## config.mk

```make
export PLATFORM = sky130hd
export DESIGN_NAME = buf_seg_sequencer_flat
export DESIGN_NICKNAME = d
export VERILOG_FILES = /design/src/rtl/buf_seg_sequencer_pkg.sv /design/src/rtl/buf_seg_sequencer_if.sv /design/src/rtl/buf_seg_sequencer_timer.sv /design/src/rtl/buf_seg_sequencer.sv /design/src/flat_wrapper.sv
export SDC_FILE = /design/constraint.sdc
export NUM_CORES = 1
export LEC_CHECK = 0
export ABC_AREA = 0
export BUFFER_PORTS_ARGS = -buffer_cell sky130_fd_sc_hd__buf_2
export CORE_MARGIN = 3
export CORE_UTILIZATION = 48
export DETAILED_ROUTE_END_ITERATION = 8
export PLACE_DENSITY_LB_ADDON = 0.2
export RECOVER_POWER = 25
export SETUP_SLACK_MARGIN = 0.15
export SLEW_MARGIN = 25
export SYNTH_ARGS = -nofsm -noshare
export SYNTH_HDL_FRONTEND = slang
export SYNTH_SLANG_ARGS = --single-unit
```

## constraint.sdc

```tcl
create_clock -name clk -period 2.7 [get_ports clk]
set_input_delay 0.54 -clock clk [delete_from_list [all_inputs] [get_ports clk]]
set_output_delay 0.54 -clock clk [all_outputs]
set_load 0.005 [all_outputs]
```

## src/rtl/buf_seg_sequencer_pkg.sv

```systemverilog
// Shared definitions for the segmented-buffer enable sequencer: defaults,
// FSM state encoding and the goal clamp helper.
package buf_seg_sequencer_pkg;

    localparam int N_SEG_DEF    = 6;
    localparam int STEP_CYC_DEF = 4;
    localparam int CNT_W_DEF    = 3;
    localparam int TMR_W_DEF    = 2;

    typedef enum logic [1:0] {
        ST_IDLE = 2'd0,
        ST_UP   = 2'd1,
        ST_DOWN = 2'd2,
        ST_HOLD = 2'd3
    } state_t;

    // Requested slice count, clamped to the number of physical slices.
    function automatic int clamp_goal(input logic en, input int tgt, input int n_seg);
        if (!en) begin
            return 0;
        end
        return (tgt > n_seg) ? n_seg : tgt;
    endfunction

endpackage

```

## src/rtl/buf_seg_sequencer_if.sv

```systemverilog
// Request/status bundle between the buffer controller and the sequencer.
interface buf_seg_sequencer_if #(
    parameter int N_SEG = 6,
    parameter int CNT_W = 3
);
    logic             en;
    logic [CNT_W-1:0] tgt;
    logic [N_SEG-1:0] seg_en;
    logic             rdy;
    logic             busy;
    logic [1:0]       state;

    modport master (output en, tgt, input seg_en, rdy, busy, state);
    modport slave  (input en, tgt, output seg_en, rdy, busy, state);
endinterface

```

## src/rtl/buf_seg_sequencer_timer.sv

```systemverilog
// Reloadable down-counter that saturates at zero; paces slice changes.
module buf_seg_sequencer_timer #(
    parameter int STEP_CYC = 4,
    parameter int TMR_W    = 2
) (
    input  logic clk,
    input  logic rst,
    input  logic i_load,
    output logic o_zero
);
    logic [TMR_W-1:0] r_tmr;

    always_ff @(posedge clk or posedge rst) begin
        if (rst) begin
            r_tmr <= '0;
        end else if (i_load) begin
            r_tmr <= TMR_W'(STEP_CYC - 1);
        end else if (r_tmr != '0) begin
            r_tmr <= r_tmr - 1'b1;
        end
    end

    assign o_zero = (r_tmr == '0);
endmodule

```

## src/rtl/buf_seg_sequencer.sv

```systemverilog
// Staged slice-enable controller: walks the enabled slice count one step at
// a time toward the clamped goal, at least STEP_CYC clocks between changes.
module buf_seg_sequencer
    import buf_seg_sequencer_pkg::*;
#(
    parameter int N_SEG    = N_SEG_DEF,
    parameter int STEP_CYC = STEP_CYC_DEF,
    parameter int CNT_W    = CNT_W_DEF,
    parameter int TMR_W    = TMR_W_DEF
) (
    input  logic               clk,
    input  logic               rst,
    buf_seg_sequencer_if.slave bus
);
    logic [CNT_W-1:0] r_count;
    logic [CNT_W-1:0] w_count_next;
    logic [CNT_W-1:0] w_goal;
    logic [N_SEG-1:0] r_seg_en;
    logic [N_SEG-1:0] w_therm;
    logic             r_rdy;
    logic             r_busy;
    logic             w_zero;
    logic             w_step;
    state_t           r_state;
    state_t           w_state_next;

    assign w_goal = CNT_W'(clamp_goal(bus.en, int'(bus.tgt), N_SEG));
    assign w_step = w_zero && (r_count != w_goal);

    buf_seg_sequencer_timer #(
        .STEP_CYC (STEP_CYC),
        .TMR_W    (TMR_W)
    ) u_timer (
        .clk    (clk),
        .rst    (rst),
        .i_load (w_step),
        .o_zero (w_zero)
    );

    // Next count and state; state is judged on the post-step count so the
    // status outputs change on the same edge as the slice enables.
    always_comb begin
        w_count_next = r_count;
        w_state_next = r_state;
        if (w_step) begin
            w_count_next = (r_count < w_goal) ? r_count + 1'b1 : r_count - 1'b1;
        end
        if (w_count_next < w_goal) begin
            w_state_next = ST_UP;
        end else if (w_count_next > w_goal) begin
            w_state_next = ST_DOWN;
        end else if (w_goal == '0) begin
            w_state_next = ST_IDLE;
        end else begin
            w_state_next = ST_HOLD;
        end
    end

    generate
        for (genvar gi = 0; gi < N_SEG; gi++) begin : g_therm
            assign w_therm[gi] = (w_count_next > CNT_W'(gi));
        end
    endgenerate

    always_ff @(posedge clk or posedge rst) begin
        if (rst) begin
            r_count  <= '0;
            r_seg_en <= '0;
            r_rdy    <= 1'b0;
            r_busy   <= 1'b0;
            r_state  <= ST_IDLE;
        end else begin
            r_count  <= w_count_next;
            r_seg_en <= w_therm;
            r_rdy    <= (w_state_next == ST_HOLD);
            r_busy   <= (w_state_next == ST_UP) || (w_state_next == ST_DOWN);
            r_state  <= w_state_next;
        end
    end

    assign bus.seg_en = r_seg_en;
    assign bus.rdy    = r_rdy;
    assign bus.busy   = r_busy;
    assign bus.state  = r_state;
endmodule

```

## src/flat_wrapper.sv

```systemverilog
// flat-port wrapper written by rule: the top's interface ports become plain ports
module buf_seg_sequencer_flat import buf_seg_sequencer_pkg::*;
#(
    parameter int N_SEG    = N_SEG_DEF,
    parameter int STEP_CYC = STEP_CYC_DEF,
    parameter int CNT_W    = CNT_W_DEF,
    parameter int TMR_W    = TMR_W_DEF
)
  (clk, rst, bus_en, bus_tgt, bus_seg_en, bus_rdy, bus_busy, bus_state);
  buf_seg_sequencer_if #(.N_SEG(N_SEG), .CNT_W(CNT_W)) bus_i ();
  input  logic clk;
  input  logic rst;
  input wire logic [$bits(bus_i.en)-1:0] bus_en;
  input wire logic [$bits(bus_i.tgt)-1:0] bus_tgt;
  output wire logic [$bits(bus_i.seg_en)-1:0] bus_seg_en;
  output wire logic [$bits(bus_i.rdy)-1:0] bus_rdy;
  output wire logic [$bits(bus_i.busy)-1:0] bus_busy;
  output wire logic [$bits(bus_i.state)-1:0] bus_state;
  assign bus_i.en = bus_en;
  assign bus_i.tgt = bus_tgt;
  assign bus_seg_en = bus_i.seg_en;
  assign bus_rdy = bus_i.rdy;
  assign bus_busy = bus_i.busy;
  assign bus_state = bus_i.state;
  buf_seg_sequencer #(.N_SEG(N_SEG), .STEP_CYC(STEP_CYC), .CNT_W(CNT_W), .TMR_W(TMR_W)) u_core (.clk(clk), .rst(rst), .bus(bus_i));
endmodule
```

## After elaboration in Yosys (flattened, before gate mapping)

Index checks and enable logic that the tools add are counted.

| word-level totals | value |
|---|---|
| output and inout port bits | 10 |
| flip-flop bits (word level) | 15 |
| input bits | 6 |

| cells by class | value |
|---|---|
| eq/ne operators | 4 |
| magnitude comparators | 10 |
| reductions and logical operators | 6 |
| $add $sub $neg | 3 |
| multiplexer cells | 9 |

Operators by type and width:

| operator | count |
|---|---|
| $mux W3 | 4 |
| $mux W2 | 5 |
| $gt A3 B3 Y1 const B | 3 |
| $gt A3 B1 Y1 const B | 2 |
| $gt A3 B2 Y1 const B | 2 |
| $lt A3 B3 Y1 | 2 |
| $eq A2 B2 Y1 const B | 2 |
| $reduce_bool A2 Y1 | 2 |
| $add A3 B1 Y3 const B | 1 |
| $gt A3 B3 Y1 | 1 |
| $logic_not A3 Y1 | 1 |
| $ne A3 B3 Y1 | 1 |
| $sub A3 B1 Y3 const B | 1 |
| $eq A2 B1 Y1 const B | 1 |
| $logic_not A2 Y1 | 1 |
| $sub A2 B1 Y2 const B | 1 |
| $logic_and A1 B1 Y1 | 1 |
| $logic_or A1 B1 Y1 | 1 |

## Depth between registers and ports, before layout

| logic depth | value |
|---|---|
| depth after elaboration | 11 |
| mapped depth | 13 |

## Modules after synthesis

From an unflattened synthesis, not the netlist that was laid out.

| second synthesis, totals | value |
|---|---|
| cell total of the unflattened synthesis | 91 |
| area, all modules | 920.9 um^2 |

Modules (own cells, without submodules):

| module | instances | area each (um^2) | cells each |
|---|---|---|---|
| buf_seg_sequencer | 1 | 812.0 | 80 |
| buf_seg_sequencer_timer | 1 | 108.9 | 11 |

## Worst setup path before layout

No wires, ideal clock.

| path | value |
|---|---|
| kind | input port to flip-flop |
| start point | input port bus_tgt[2] |
| end point | register u_core.r_rdy (netlist: u_core.bus.rdy) |
| setup slack | -364 ps |
| data arrival time | 2993 ps |
| library setup time | 72 ps |
| stages | 12 |
| path buffers | 0 |
| path through | nand2_1 > ha_1 > and3b_4 > nor2_1 > fa_1 > or3_4 > a21oi_1 > xnor2_1 > ha_1 > nand3_1 > a21o_1 > nor2_1 |

| on the way | value |
|---|---|
| cells in the longest elaborated chain, start to end | 10 |

Ends and longest elaborated chain:

| item | RTL line | text |
|---|---|---|
| start, declared | flat_wrapper.sv:14 | `input wire logic [$bits(bus_i.tgt)-1:0] bus_tgt;` |
| $gt A3 B3 Y1 | buf_seg_sequencer_pkg.sv:22 | `return (tgt > n_seg) ? n_seg : tgt;` |
| $mux W3 * (2 in series) | buf_seg_sequencer_pkg.sv:22 |  |
| $lt A3 B3 Y1 / $ne A3 B3 Y1 (equally long branches) | buf_seg_sequencer.sv:46, buf_seg_sequencer.sv:28 |  |
| $mux W3 / $logic_and A1 B1 Y1 (equally long branches) | buf_seg_sequencer.sv:46, buf_seg_sequencer.sv:28 |  |
| $mux W3 * | buf_seg_sequencer.sv:45 | `if (w_step) begin` |
| net u_core.w_count_next[2] | buf_seg_sequencer.sv:16 | `logic [CNT_W-1:0] w_count_next;` |
| $gt A3 B3 Y1 | buf_seg_sequencer.sv:50 | `end else if (w_count_next > w_goal) begin` |
| $mux W2 | buf_seg_sequencer.sv:50 |  |
| $mux W2 * | buf_seg_sequencer.sv:48 | `if (w_count_next < w_goal) begin` |
| $eq A2 B2 Y1 * | buf_seg_sequencer.sv:75 | `r_rdy <= (w_state_next == ST_HOLD);` |
| end signal, assigned | buf_seg_sequencer.sv:75 |  |
| end, declared | buf_seg_sequencer.sv:20 | `logic r_rdy;` |

The timed path passes the listed nets; every way through them passes the cells marked *.
A chain may end at the register's enable or synchronous reset.

## Worst setup path after layout

| path | value |
|---|---|
| start point | input port bus_en |
| end point | register u_core.r_rdy (netlist: u_core.bus.rdy) |

| on the way | value |
|---|---|
| cells in the longest elaborated chain, start to end | 8 |

Ends and longest elaborated chain:

| item | RTL line | text |
|---|---|---|
| start, declared | flat_wrapper.sv:13 | `input wire logic [$bits(bus_i.en)-1:0] bus_en;` |
| $mux W3 * | buf_seg_sequencer_pkg.sv:22 |  |
| $lt A3 B3 Y1 / $ne A3 B3 Y1 (equally long branches) | buf_seg_sequencer.sv:46, buf_seg_sequencer.sv:28 |  |
| $mux W3 / $logic_and A1 B1 Y1 (equally long branches) | buf_seg_sequencer.sv:46, buf_seg_sequencer.sv:28 |  |
| $mux W3 * | buf_seg_sequencer.sv:45 |  |
| net u_core.w_count_next[2] | buf_seg_sequencer.sv:16 |  |
| $gt A3 B3 Y1 | buf_seg_sequencer.sv:50 |  |
| $mux W2 | buf_seg_sequencer.sv:50 |  |
| $mux W2 * | buf_seg_sequencer.sv:48 |  |
| $eq A2 B2 Y1 * | buf_seg_sequencer.sv:75 |  |

Marked as above.

==> key figures <==
Logic synthesis
  – Synth top cells by count: dfrtp_1 (14), inv_1 (9), a21oi_1 (7), ha_1 (7), nor2_1 (6)
  – Syn Nets: about 100
  – FF+latch count, synth: 14
  – Post-synth cell types: 36
  – Netlist Area Pre-Place: ~860 um^2
  – Area leader, netlist: dfrtp_1
  – Post-synth top area share: 0.406
  – Register area share after synthesis: 0.406
  – Synth area leaders: dfrtp_1 (41%), ha_1 (10%), a21oi_1 (4.1%)
  – Cells after synthesis: 87
  – Syn. warnings: 0
  – Most common cell in the netlist: dfrtp_1
  – Synth async-reset ratio: 1.00
  – Post-synth top flop: dfrtp_1
  – Mean Syn Cell Area: just under 10 um^2
  – Post-synth EDFFs: 0

Clocking
  – Clock-pin slew on the worst setup and hold paths: approximately 0.070 ns
  – TritonCTS Buffers: 3
  – CTS tree: yes
  – Root Driver: clkbuf_4
  – Hold buffers post-CTS: 0
  – Worst-Skew Late Latency: 0.27 ns
  – CTS sink cnt: 14
  – CTS max path bufs: 2
  – CTS H-tree lvls: 1

Critical path
  – Crit-path max FO: 4
  – CP Class: primary input to flip-flop
  – Setup crit end kind: flip-flop
  – WP data required: between 2 and 3 ns
  – Crit path arrival time: about 2.9 ns
  – CP Launch Type: primary input

Pwr
  – Max VDD drop: between 700 and 800 uV
  – Sequential Power Share: 0.203
  – Lkg Pwr: approximately 0.00056 uW
  – NetSw: 722 uW
  – Sw frac: 0.435
  – Int Power: about 940 uW
  – Gate power share: 0.732
  – Pwr dens: ~1300 mW/mm^2
  – Clk network pwr share: 0.065

Detailed routing
  – 1st-iter DRT viols: 17
  – Antenna Nets Post-Route: 0
  – First-pass DRT Iterations: 4
  – Routed len/inst: 14.3 um
  – DRC: 0
  – Via Count: roughly 780
  – Wirelength, routed: a little over 2000 um
  – DR vias/cell: around 5.5

Timing
  – Final Max Tran Viols: 0
  – Worst-Margin Slew: 0.489 ns
  – RSZ-0062 raised after global routing: true
  – Final Setup Violations: 0
  – Min Tclk post-route: between 2 and 3 ns
  – Slew Limit Headroom: 0.673
  – Layout Skew: approximately 0.0045 ns
  – Maximum clock frequency: 377 MHz
  – Final period util: 0.983
  – Final Hold Fails: 0
  – Final setup TNS: 0 ns

Place
  – Final HPWL DP: between 1500 and 2000 um
  – Final Wtd Congestion: ~0.86
  – Placed inst area: roughly 0.0011 mm^2
  – PortBufs: 15

Layout
  – P&R area growth vs syn: 42.8%
  – Share of layout cells above drive strength 1: 0.462
  – Finished Cell Area: 0.00123 mm^2
  – # nets final: 135
  – ANT cells: 0

Global route
  – Vias in the first global route: roughly 820
  – First-pass GRT wire length: 3610 um
  – GRT overflow: 0
  – Initial antenna violation count: 0
  – GRT Util Overall: 0.198
  – Largest net degree at the start of global routing: 15

Floorplan
  – Die area: 0.00234 mm^2
  – Die height: 48.4 um
  – # rows: 14
  – Die X: approximately 48 um
  – Io pins: 16
  – Initial Utilization: 0.542
  – Core ar.: about 0.0016 mm^2

Flow run
  – Max-cap violations: 0

Status
  – Outcome: complete, no violations

Worst hold path
  – Hold Path Class: primary input to async pin
## kinds of logic (layout without fill, tap and decap cells)
group                    Yosys count  count (layout)  synth area share
AND/OR/NAND/NOR                   21              21             0.135
adder cells (fa/ha/maj)            8               8             0.125
AO/OA/AOI/OAI                     29              29             0.245
multiplexers                       1               1            0.0130
XOR/XNOR                           2               2            0.0203
flip-flops                        14              14             0.406
buffers and inverters             12              44            0.0565
## repair_timing
item,4_1_cts,5_1_grt
buffers inserted,0,1
setup endpoints to repair,4,4
gates resized for setup,9,3
pin swaps,6,4
## power groups by stage
stage / Sequential (uW) / Combinational, uW / Clock, uW
global placement: 343 / 1020 / 0
floorplan: 363 / 676 / 0
global route: 348 / 1350 / 119
CTS: 340 / 1130 / 110
finish: 337 / 1220 / 108
detailed placement: 344 / 1090 / 0
## per-layer routing
layer | up-vias | track usage | share of wire
met3 | 6 | 0.0245 | 0.043
met2 | 29 | 0.342 | 0.52
met1 | 363 | 0.245 | 0.41
met4 | 0 | 0.0948 | 0.023
met5 | - | 0 | 0
li1 | 383 | - | -
## registers in the layout, summed over array words and instances (netlist names)
name	flops
u_core.bus.busy	1
u_core.bus.rdy	1
u_core.bus.state	2
u_core.r_count	3
u_core.u_timer.r_tmr	2
u_core.bus.seg_en	5
## critical path: stages
cell     delay, ns
buf_8         0.11
nand2_4       0.05
a21oi_2       0.04
ha_2          0.19
and3b_4       0.31
nor2_4        0.03
fa_2          0.33
or3_4         0.35
a21oi_4       0.17
xnor2_2       0.12
ha_4          0.31
nand3_4       0.07
a21o_1        0.17
nor2_1        0.08
## metrics by stage
step | util | total power (uW) | hold WS, ns | setup slack [ns] | instances
floorplan | - | 1040 | 0.429 | -0.119 | 87
global placement | 0.716 | 1360 | 0.509 | -0.312 | 139
detailed placement | 0.716 | 1440 | 0.525 | -0.379 | 139
CTS | 0.756 | 1580 | 0.290 | -0.0565 | 142
global route | 0.773 | 1820 | 0.321 | -0.0602 | 143
finish | 0.773 | 1660 | 0.277 | 0.0472 | 143
## layout by cell type, fill, tap and decap left out, types with 2 or more instances in the layout
cell type   n
inv_1       9
ha_4        3
nand2_4     3
nand2_1     2
a21oi_1     5
dfrtp_1    14
buf_4      19
a21o_1      3
nor3_1      2
a41oi_1     3
clkbuf_4    3
buf_2      11
nor2_1      5
a22oi_1     2
ha_1        3
## area by class of cell
class / instances / area (um^2)
inverters: 9 / 33.8
well taps: 24 / 30.0
repair buffers: 32 / 224
fillers: 110 / 362
multi-input cells: 61 / 572
clock buffers: 3 / 22.5
flip-flops and latches: 14 / 350
## path summary, 6_finish.rpt
kind	from	endpoint	slack, ns	depth (start not counted)
max in group asynchronous	rst	u_core.bus.seg_en[0]$_DFF_PP0_	2.09	2
setup reg to reg	u_core.r_count[2]$_DFF_PP0_	u_core.bus.rdy$_DFF_PP0_	0.08	11
hold reg to reg	u_core.u_timer.r_tmr[1]$_DFFE_PP0P_	u_core.u_timer.r_tmr[1]$_DFFE_PP0P_	0.53	2
setup / recovery	bus_en	u_core.bus.rdy$_DFF_PP0_	0.05	14
min in group clk	u_core.u_timer.r_tmr[1]$_DFFE_PP0P_	u_core.u_timer.r_tmr[1]$_DFFE_PP0P_	0.53	2
hold / removal	rst	u_core.bus.busy$_DFF_PP0_	0.28	2
No activity file was read; power rests on OpenSTA's default activity.
